**config.mk**
```make
export PLATFORM = sky130hd
export DESIGN_NAME = hazard_stall_unit
export DESIGN_NICKNAME = d
export VERILOG_FILES = /design/src/rtl/hazard_stall_unit.sv
export SDC_FILE = /design/constraint.sdc
export NUM_CORES = 1
export LEC_CHECK = 0
export BUFFER_PORTS_ARGS = -buffer_cell sky130_fd_sc_hd__buf_2
export CORE_MARGIN = 8
export CORE_UTILIZATION = 49
export DETAILED_ROUTE_END_ITERATION = 16
export GPL_TIMING_DRIVEN = 0
export HOLD_SLACK_MARGIN = 0.05
export MAX_ROUTING_LAYER = met4
export PLACE_DENSITY_LB_ADDON = 0.25
export SKIP_CTS_REPAIR_TIMING = 1
export SLEW_MARGIN = 10
export SYNTH_ARGS = -nofsm -noshare
export SYNTH_HDL_FRONTEND = slang
export SYNTH_SLANG_ARGS = --single-unit
export TNS_END_PERCENT = 10
```
**constraint.sdc**
```tcl
create_clock -name Clk -period 2.7 [get_ports Clk]
set_input_delay 0.405 -clock Clk [delete_from_list [all_inputs] [get_ports Clk]]
set_output_delay 0.405 -clock Clk [all_outputs]
set_load 0.01 [all_outputs]
```
**src/rtl/hazard_stall_unit.sv**
```systemverilog
// hazard_stall_unit
// Stall/bubble generator that sits beside the IF/ID register. It covers the
// RAW hazards that operand forwarding cannot bypass:
//   - a load followed by a dependent instruction;
//   - a branch compared in ID that depends on an ALU result still in EX;
//   - a branch compared in ID that depends on a load in EX or in MEM.
// While stalling, the unit holds the PC and IF/ID and injects a bubble into ID/EX.
// A taken branch flushes IF/ID, but only when no stall is active.
// A load feeding a branch from EX needs two stall cycles; the HOLD state supplies the second one.
// StallCount is a saturating count of stall cycles, kept for performance debug.
module hazard_stall_unit #(
   parameter int CNT_W = 16
) (
   input  logic             Clk,
   input  logic             Reset,
   input  logic [4:0]       IFIDrs,
   input  logic [4:0]       IFIDrt,
   input  logic             IFIDUsesRt,
   input  logic             IFIDBranch,
   input  logic [4:0]       IDEXWriteReg,
   input  logic             IDEXRegWrite,
   input  logic             IDEXMemRead,
   input  logic [4:0]       EXMemWriteReg,
   input  logic             EXMemMemRead,
   input  logic             BranchTaken,
   output logic             PCWrite,
   output logic             IFIDWrite,
   output logic             IDEXBubble,
   output logic             IFIDFlush,
   output logic [CNT_W-1:0] StallCount
);

   typedef enum logic [0:0] {
      RUN  = 1'b0,
      HOLD = 1'b1
   } state_t;

   localparam logic [CNT_W-1:0] CNT_MAX = {CNT_W{1'b1}};

   state_t           state_r;
   state_t           state_nxt_s;
   logic             stall_s;
   logic [CNT_W-1:0] cnt_r;

   logic             ex_match_s;
   logic             mem_match_s;
   logic             h_lu_s;
   logic             h_ba_s;
   logic             h_bl2_s;
   logic             h_bl1_s;

   // True when a non-zero write register feeds one of the ID instruction's sources.
   function automatic logic src_match(
      input logic [4:0] wr,
      input logic [4:0] rs,
      input logic [4:0] rt,
      input logic       uses_rt
   );
      return (wr != 5'd0) && ((wr == rs) || (uses_rt && (wr == rt)));
   endfunction

   assign ex_match_s  = src_match(IDEXWriteReg,  IFIDrs, IFIDrt, IFIDUsesRt);
   assign mem_match_s = src_match(EXMemWriteReg, IFIDrs, IFIDrt, IFIDUsesRt);

   assign h_lu_s  = IDEXMemRead && ex_match_s;
   assign h_ba_s  = IFIDBranch && IDEXRegWrite && !IDEXMemRead && ex_match_s;
   assign h_bl2_s = IFIDBranch && IDEXMemRead && ex_match_s;
   assign h_bl1_s = IFIDBranch && EXMemMemRead && mem_match_s;

   // State register; reset aborts any pending HOLD cycle.
   always_ff @(posedge Clk or posedge Reset) begin
      if (Reset) begin
         state_r <= RUN;
      end else begin
         state_r <= state_nxt_s;
      end
   end

   // Next state and Mealy stall decision; a branch on a load in EX wins and takes the 2-cycle path.
   always_comb begin
      state_nxt_s = RUN;
      stall_s     = 1'b0;
      case (state_r)
         RUN: begin
            stall_s = h_lu_s | h_ba_s | h_bl1_s | h_bl2_s;
            if (h_bl2_s) begin
               state_nxt_s = HOLD;
            end else begin
               state_nxt_s = RUN;
            end
         end
         HOLD: begin
            stall_s     = 1'b1;
            state_nxt_s = RUN;
         end
         default: begin
            stall_s     = 1'b0;
            state_nxt_s = RUN;
         end
      endcase
   end

   // Pipeline control outputs; reset forces the free-running values regardless of inputs.
   always_comb begin
      PCWrite    = 1'b1;
      IFIDWrite  = 1'b1;
      IDEXBubble = 1'b0;
      IFIDFlush  = 1'b0;
      if (Reset) begin
         PCWrite    = 1'b1;
         IFIDWrite  = 1'b1;
         IDEXBubble = 1'b0;
         IFIDFlush  = 1'b0;
      end else begin
         PCWrite    = !stall_s;
         IFIDWrite  = !stall_s;
         IDEXBubble = stall_s;
         IFIDFlush  = BranchTaken && !stall_s;
      end
   end

   // Saturating stall-cycle counter.
   always_ff @(posedge Clk or posedge Reset) begin
      if (Reset) begin
         cnt_r <= {CNT_W{1'b0}};
      end else if (stall_s && (cnt_r != CNT_MAX)) begin
         cnt_r <= cnt_r + {{(CNT_W-1){1'b0}}, 1'b1};
      end else begin
         cnt_r <= cnt_r;
      end
   end

   assign StallCount = cnt_r;

endmodule

```
; After elaboration in Yosys (flattened, before gate mapping)
; Index checks and enable logic that the tools add are counted.
[totals]
register_bits = 17
inputBits = 28
out_inout_bits = 20
wordCells = 38
[op_classes]
add_sub_neg = 1
eq_ne = 5
muxes = 6
bitwise_logic = 4
reduce_logical = 20
[ops]
columns = op, count
row1 = $eq 5x5->1, 4
row2 = $add 16x1->16 const B, 1
row3 = $ne 16x16->1 const B, 1
row4 = $logic_and 1x1->1, 14
row5 = $reduce_bool 5->1, 2
row6 = $mux 1, 4
row7 = $pmux 1 s2, 2
row8 = $or 1x1->1, 3
row9 = $logic_not 1->1, 2
row10 = $logic_or 1x1->1, 2
row11 = $not 1->1, 1

; Logic depth before layout (Yosys ltp)
; Gate-level depths: netlist of run 1.
[logic_depth]
ltp_word = 12
mapped_depth = 8
mapped_depth_nobuf = 6

; Worst setup path after synthesis of run 1
; OpenSTA, ideal clock, no wires.
[synth_timing]
kind = input to output
start = input port EXMemWriteReg[0]
end = output port PCWrite
arrival_ns = 2.045
required_time_ns = 2.295
setup_slack_ns = 0.250
stages = 7
path_buffers = 2
path_cell_list = or3_1 o311a_1 a32oi_4 buf_8 and2_4 or2_1 buf_4
[synth_between]
elab_chain_cells = 10
word_cells_on_any_way = 12
cone_classes = 2 x eq/ne / 2 x mux / 2 x bitwise / 6 x reduce/logical
[synth_rtl]
columns = element, line_no
row1 = start: declaration, 23  ; input logic [4:0] EXMemWriteReg,
row2 = $eq 5x5->1, 59  ; return (wr != 5'd0) && ((wr == rs) || (uses_rt && (wr == rt)));
row3 = $logic_and 1x1->1, 59
row4 = $logic_or 1x1->1, 59
row5 = $logic_and 1x1->1 (*), 59
row6 = $logic_and 1x1->1 (*), 68  ; assign h_bl1_s = IFIDBranch && EXMemMemRead && mem_match_s;
row7 = $or 1x1->1 (*) (2 in series), 85  ; stall_s = h_lu_s | h_ba_s | h_bl1_s | h_bl2_s;
row8 = $pmux 1 s2 (*), 83  ; case (state_r)
row9 = $logic_not 1->1 (*), -
row10 = $mux 1 (*), -
row11 = end: declaration, 26  ; output logic PCWrite,
; Every way passes the cells marked *; elsewhere a longest branch is shown, timed or not.

; Worst setup path in the final report of run 1
[layout_timing]
start = input port EXMemWriteReg[0]
end = output port PCWrite
[layout_between]
elab_chain_cells = 10
word_cells_on_any_way = 12
cone_classes = 2 x eq/ne / 2 x mux / 2 x bitwise / 6 x reduce/logical
[layout_rtl]
columns = element, line_no
row1 = $eq 5x5->1, 59
row2 = $logic_and 1x1->1, 59
row3 = $logic_or 1x1->1, 59
row4 = $logic_and 1x1->1 (*), 59
row5 = $logic_and 1x1->1 (*), 68
row6 = $or 1x1->1 (*) (2 in series), 85
row7 = $pmux 1 s2 (*), 83
row8 = $logic_not 1->1 (*), 115  ; PCWrite = !stall_s;
row9 = $mux 1 (*), 109  ; if (Reset) begin
; Marked as above.

==> impl_metrics.py, run 1 <==
metrics = {
    "logic_synthesis": {
        "yosysUniqueCellTypes": 30,
        "ys_ff_latch": 17,
        "syn_area_um2": 1290,
        "muxShareOfSynthArea": 0.00872,
        "synth_seq_area_share": 0.329,
        "synth_top_family_by_area": "XOR/XNOR gates",
        "synth_fa_ha_area_frac": 0.00969,
        "synth_xor_xnor_area_share": 0.237,
        "synth-compound-area-share": 0.205,
        "syn_nets": 149,
        "synth_cells": 120,
        "syn_avg_cell_area_um2": 10.8,
        "yosys.area_share.simple": 0.166,
        "ys_warn_count": 0,
    },
    "routing": {
        "drcViolationCount": 0,
        "wire_per_inst_um": 15.3,
        "num_vias": 1143,
        "drt_pass1_iterations": 4,
        "wl_um": 3150,
        "ant_nets": 0,
        "via_per_inst": 5.55,
        "first_iter_violations": 29,
    },
    "clocking": {
        "cts_inserted_buffers": 3,
        "cts.sinks": 17,
        "path_clk_slew_ns": 0.11,
        "cts.path.max_buffers": 2,
        "htree_levels": 1,
        "cts_tree": "done",
        "clock_latency_ns": 0.29,
        "root_buffer": "clkbuf_4",
    },
    "floorplanning": {
        "start_util": 0.521,
        "row_count": 18,
        "core_um2": 2480,
        "die_w_um": 67.3,
        "die_area_um2": 4530,
        "die_y_um": 67.3,
        "io_pins": 48,
    },
    "pwr": {
        "peakVddDrop_v": 0.000618,
        "power-per-cell-area_nw_per_um2": 636,
        "power_leakage_nw": 0.614,
    },
    "final_layout": {
        "final_area_um2": 1640,
        "area_growth_pct": 27.0,
        "utilization": 0.662,
        "diodes": 0,
        "nets": 206,
        "drive_above_1_share": 0.466,
    },
    "global_routing": {
        "grt.overflow.total": 0,
        "grt_max_degree": 19,
        "grt_pass1_vias": 1176,
        "grt_pass1_wl_um": 5230,
        "antenna_found_initial": 0,
        "grt_use_total": 0.150,
    },
    "setup_path": {
        "crit_path_top_delay_cell": "or3_1",
        "end_kind": "output pin",
        "crit_type": "input port to output pin",
        "slowest_delay_ns": 0.37,
        "reg2reg_depth": 7,
        "cp-start-kind": "input port",
        "crit_fanout": 10,
        "worst_path_most_repeated_cell": "buf_2",
        "setup.worst_path.end": "PCWrite",
        "timing.rr.end": "StallCount[6]$_DFFE_PP0P_",
        "r2r_start": "StallCount[3]$_DFFE_PP0P_",
        "required_ns": 2.30,
        "reg2reg_slack_ns": 0.50,
        "worstPathArrival_ns": 2.22,
        "startpoint": "EXMemWriteReg[0]",
        "crit_path_cell_trace": "buf_2, or3_1, o311a_1, a32oi_4, buf_8, and2_4, or2_1, buf_4, buf_2",
    },
    "sta": {
        "setup_violations": 0,
        "final.min_clock_period_ns": 2.62,
        "fin_crit_sh": 0.972,
        "relSlewSlack": 0.527,
        "hold_viol": 0,
        "clock_skew_ns": 0.00204,
        "fmax_mhz": 381,
        "rsz0062_at_grt": "false",
        "worstMarginPinSlew_ns": 0.709,
        "slew_violations": 0,
    },
    "placement": {
        "routabilityCongestion": 0.947,
        "dpl-instance-area_um2": 1560,
        "port_buffers": 47,
        "dp_hpwl_um": 2480,
    },
    "hold_path": {
        "hold_path.class": "input port to async pin",
    },
    "outcome": {
        "outcome": "completed",
    },
    "job": {
        "drv_cap": 0,
    },
}
report_power, final:
part | switching, mW | internal, mW | total, mW
logic | 0.277 | 0.204 | 0.480
registers | 0.0915 | 0.330 | 0.422
clock network | 0.0861 | 0.0550 | 0.141
total | 0.454 | 0.589 | 1.04
sequential cells by signal (all words and copies together) (netlist names):
register    count
state_r         1
StallCount     16
cells by family (layout without fill, tap and decap cells):
kind of cell / count (synthesis) / in the layout
buffers and inverters: 8 / 64
DFF: 17 / 17
adders and majority gates: 1 / 1
xor gates and xnor gates: 35 / 35
AOI/OAI and AO/OA: 20 / 20
muxes: 1 / 1
and+or+nand+nor: 38 / 38
cells in the final DEF, fill, tap and decap left out, drive strengths merged:
| cell type | count |
|---|---|
| ha | 1 |
| nand4 | 5 |
| xnor2 | 19 |
| inv | 4 |
| or2 | 1 |
| and2 | 2 |
| o311a | 1 |
| clkinv | 1 |
| a21oi | 1 |
| a211oi | 9 |
| nor3 | 2 |
| nor3b | 1 |
| nand3 | 11 |
| or3 | 1 |
| nand2 | 9 |
| a32oi | 1 |
| dfrtp | 17 |
| xor2 | 16 |
| buf | 56 |
| nor2 | 3 |
| clkbuf | 3 |
| mux2 | 1 |
| o22ai | 1 |
| o32ai | 1 |
| and3 | 3 |
| a21o | 1 |
| a2111oi | 5 |
worst max-delay path, delay by kind of cell:
kind	cells	cell delay, ns
AO/OA/AOI/OAI	2	0.65
buffers and inverters	4	0.52
AND/OR/NAND/NOR	3	0.62
synth_stat cells:
library cell	instances	area (um2)
a2111oi_2	5	75.1
a211oi_2	9	113
a21o_2	1	8.76
a21oi_2	1	8.76
a32oi_4	1	27.5
and2_1	1	6.26
and2_4	1	8.76
and3_1	3	18.8
buf_4	2	15.0
buf_6	1	11.3
buf_8	1	15.0
dfrtp_1	17	425
ha_1	1	12.5
inv_1	4	15.0
mux2_1	1	11.3
nand2_1	9	33.8
nand3_1	10	50.1
nand3_2	1	10.0
nand4_1	5	31.3
nor2_1	2	7.51
nor2_2	1	6.26
nor3_1	2	10.0
nor3b_4	1	18.8
o22ai_1	1	6.26
o311a_1	1	10.0
o32ai_2	1	16.3
or2_1	1	6.26
or3_1	1	6.26
xnor2_1	19	166
xor2_1	16	140
metrics by stage:
| step | setup TNS (ns) | worst slack [ns] | std cells | total power, mW | hold WS [ns] |
|---|---|---|---|---|---|
| after global placement | -0.00428 | -0.00428 | 197 | 0.885 | 0.429 |
| after global routing | 0 | 0.0186 | 206 | 1.12 | 0.272 |
| final | 0 | 0.0761 | 206 | 1.04 | 0.226 |
| after floorplan | 0 | 0.250 | 120 | 0.723 | 0.336 |
| after detailed placement | -0.0180 | -0.0180 | 197 | 0.901 | 0.461 |
| after CTS | -0.0149 | -0.0149 | 201 | 1.05 | 0.247 |
worst min-delay path by stage:
stage                                            end  slack, ns  depth (start not counted)
final                     StallCount[10]$_DFFE_PP0P_       0.23                          2
after global routing      StallCount[10]$_DFFE_PP0P_       0.27                          2
after CTS                 StallCount[11]$_DFFE_PP0P_       0.25                          2
after detailed placement           state_r$_DFF_PP0_       0.46                          1
after global placement             state_r$_DFF_PP0_       0.43                          1
after floorplan            StallCount[0]$_DFFE_PP0P_       0.34                          1
final cells by class:
| cell class | instances | area, um2 |
|---|---|---|
| plain buffers | 4 | 41.3 |
| clock inverters | 1 | 5.00 |
| fillers | 193 | 837 |
| flip-flops and latches | 17 | 425 |
| inverters | 4 | 15.0 |
| clock buffers | 3 | 22.5 |
| multi-input cells | 95 | 821 |
| well taps | 30 | 37.5 |
| repair buffers | 52 | 273 |
per-layer routing:
metal / track usage / part of all wire
met1: 0.176 / 0.41
met2: 0.247 / 0.50
met3: 0.0348 / 0.083
met4: 0.0470 / 0.0070
met5: - / 0
No activity file was read; power rests on OpenSTA's default activity.
==> run 2, diff against run 1 <==
--- a/config.mk
+++ b/config.mk
@@ -7,12 +7,13 @@
 export LEC_CHECK = 0
 export BUFFER_PORTS_ARGS = -buffer_cell sky130_fd_sc_hd__buf_2
 export CORE_MARGIN = 8
-export CORE_UTILIZATION = 49
+export CORE_UTILIZATION = 47
 export DETAILED_ROUTE_END_ITERATION = 16
 export GPL_TIMING_DRIVEN = 0
 export HOLD_SLACK_MARGIN = 0.05
 export MAX_ROUTING_LAYER = met4
 export PLACE_DENSITY_LB_ADDON = 0.25
+export REMOVE_ABC_BUFFERS = 1
 export SKIP_CTS_REPAIR_TIMING = 1
 export SLEW_MARGIN = 10
 export SYNTH_ARGS = -nofsm -noshare
==> run 2 against run 1 <==
  * Wire length is 4.8% lower
  * Non-clock buffer count decreased by 4
  * Flip-flop and latch count is the same
  * Critical path depth is 3 lower
  * Cell area is 3.1% lower
  * Global-route usage fell by 1.5 points
  * Clock power hardly changed
  * Critical path type is now flip-flop to flip-flop
==> impl_metrics.py, run 2 (same netlist as run 1, synthesis figures left out) <==
metrics = {
    "routing": {
        "wire_per_inst_um": 14.8,
        "ant_nets": 0,
        "via_per_inst": 5.19,
        "wl_um": 3000,
        "num_vias": 1054,
        "drt_pass1_iterations": 6,
        "drcViolationCount": 0,
        "first_iter_violations": 40,
    },
    "placement": {
        "dp_hpwl_um": 2420,
        "port_buffers": 47,
        "routabilityCongestion": 0.899,
        "placedCellCount": 194,
    },
    "floorplanning": {
        "die_y_um": 68.4,
        "die_area_um2": 4680,
        "core_um2": 2690,
        "start_util": 0.481,
        "io_pins": 48,
        "die_w_um": 68.4,
        "row_count": 19,
    },
    "final_layout": {
        "final_common_cell": "buf_2",
        "largest_reg_flops": 16,
        "fillers": 243,
        "area_growth_pct": 23.1,
        "nets": 202,
        "final_cell_mix": "47 x buf_2, 19 x xnor2_1, 17 x dfrtp_1",
        "final_cells": 203,
        "drive_above_1_share": 0.453,
        "diodes": 0,
    },
    "sta": {
        "final.min_clock_period_ns": 2.45,
        "fmax_mhz": 409,
        "worstMarginPinSlew_ns": 0.857,
        "clock_skew_ns": 0.0110,
        "slew_violations": 0,
        "timing.hold.ws_ns": 0.199,
        "relSlewSlack": 0.428,
        "fin_crit_sh": 0.906,
        "rsz0062_at_grt": "false",
        "hold_viol": 0,
        "setup_violations": 0,
    },
    "global_routing": {
        "grt_pass1_vias": 1061,
        "grt_use_total": 0.135,
        "antenna_found_initial": 0,
        "grt_max_degree": 19,
        "grt.overflow.total": 0,
        "grt_pass1_wl_um": 4790,
    },
    "clocking": {
        "cts.path.max_buffers": 2,
        "path_clk_slew_ns": 0.11,
        "htree_levels": 1,
        "root_buffer": "clkbuf_4",
        "cts.sinks": 17,
        "clock_latency_ns": 0.30,
        "cts_inserted_buffers": 3,
        "cts_tree": "done",
    },
    "outcome": {
        "outcome": "completed",
    },
    "setup_path": {
        "cp-start-kind": "flip-flop",
        "r2r_start": "StallCount[3]$_DFFE_PP0P_",
        "reg2reg_depth": 6,
        "crit_path_cell_trace": "nand4_1, nor2_2, nand3_2, nor3b_4, a21oi_2, mux2_1",
        "slowest_delay_ns": 0.78,
        "worstPathArrival_ns": 2.63,
        "timing.rr.end": "StallCount[1]$_DFFE_PP0P_",
        "crit_family": "simple AND/OR/NAND/NOR gates",
        "end_kind": "flip-flop",
        "crit_path_top_delay_cell": "nor3b_4",
        "path_buf_inv": 0,
        "reg2reg_slack_ns": 0.25,
        "required_ns": 2.88,
        "crit_fanout": 14,
        "crit_type": "flip-flop to flip-flop",
    },
    "hold_path": {
        "hold_path.class": "input port to async pin",
    },
    "pwr": {
        "power_leakage_nw": 0.591,
        "peakVddDrop_v": 0.000494,
        "power-per-cell-area_nw_per_um2": 651,
    },
    "job": {
        "drv_cap": 0,
    },
}
[run 2: changes by cell type in the layout (fill, tap and decap cells not counted), sizes merged]
cell  previous run  this run
buf             56        52
[run 2: report_power, final]
part / switching (mW) / leakage [nW] / internal [mW]
clock: 0.0880 / 0.0177 / 0.0552
sequential: 0.0958 / 0.173 / 0.330
combinational: 0.267 / 0.400 / 0.199
total: 0.451 / 0.591 / 0.584
[run 2: stage by stage]
step                TNS [ns]  power [mW]  instance area, um2  utilization  setup slack (ns)
finish                     0        1.04                1590        0.592             0.254
global route               0        1.11                1590        0.592            0.0219
CTS                   -0.245        1.04                1550        0.578            -0.111
detailed placement    -0.223       0.895                1520        0.567            -0.105
global placement      -0.182       0.877                1520        0.567           -0.0904
floorplan                  0       0.718                1250            -             0.238
[run 2: layer usage]
layer,GRT usage,share of wire,up-vias
met5,-,0,-
met4,0.0153,0.0013,0
met3,0.0409,0.052,2
met2,0.213,0.51,25
met1,0.171,0.44,491
li1,-,-,536
[run 2: area by class of cell]
type	instances	area, um2	share of cell area
Multi-Input combinational cell	95	810	0.509
Clock inverter	1	5.00	0.00315
Inverter	4	15.0	0.00945
Clock buffer	3	22.5	0.0142
Sequential cell	17	425	0.268
Timing Repair Buffer	52	273	0.172
Tap cell	31	38.8	0.0244
[run 2: worst max-delay path by stage]
| stage | from | end | slack [ns] | depth (start not counted) |
|---|---|---|---|---|
| 3_3_place_gp | EXMemWriteReg[0] | IFIDFlush | -0.09 | 7 |
| 3_5_place_dp | EXMemWriteReg[0] | IFIDFlush | -0.11 | 7 |
| 4_1_cts | EXMemWriteReg[0] | IFIDFlush | -0.11 | 7 |
| 6_report | StallCount[3]$_DFFE_PP0P_ | StallCount[1]$_DFFE_PP0P_ | 0.25 | 6 |
| 5_1_grt | StallCount[3]$_DFFE_PP0P_ | StallCount[1]$_DFFE_PP0P_ | 0.02 | 6 |
| 2_1_floorplan | EXMemWriteReg[0] | IFIDWrite | 0.24 | 5 |
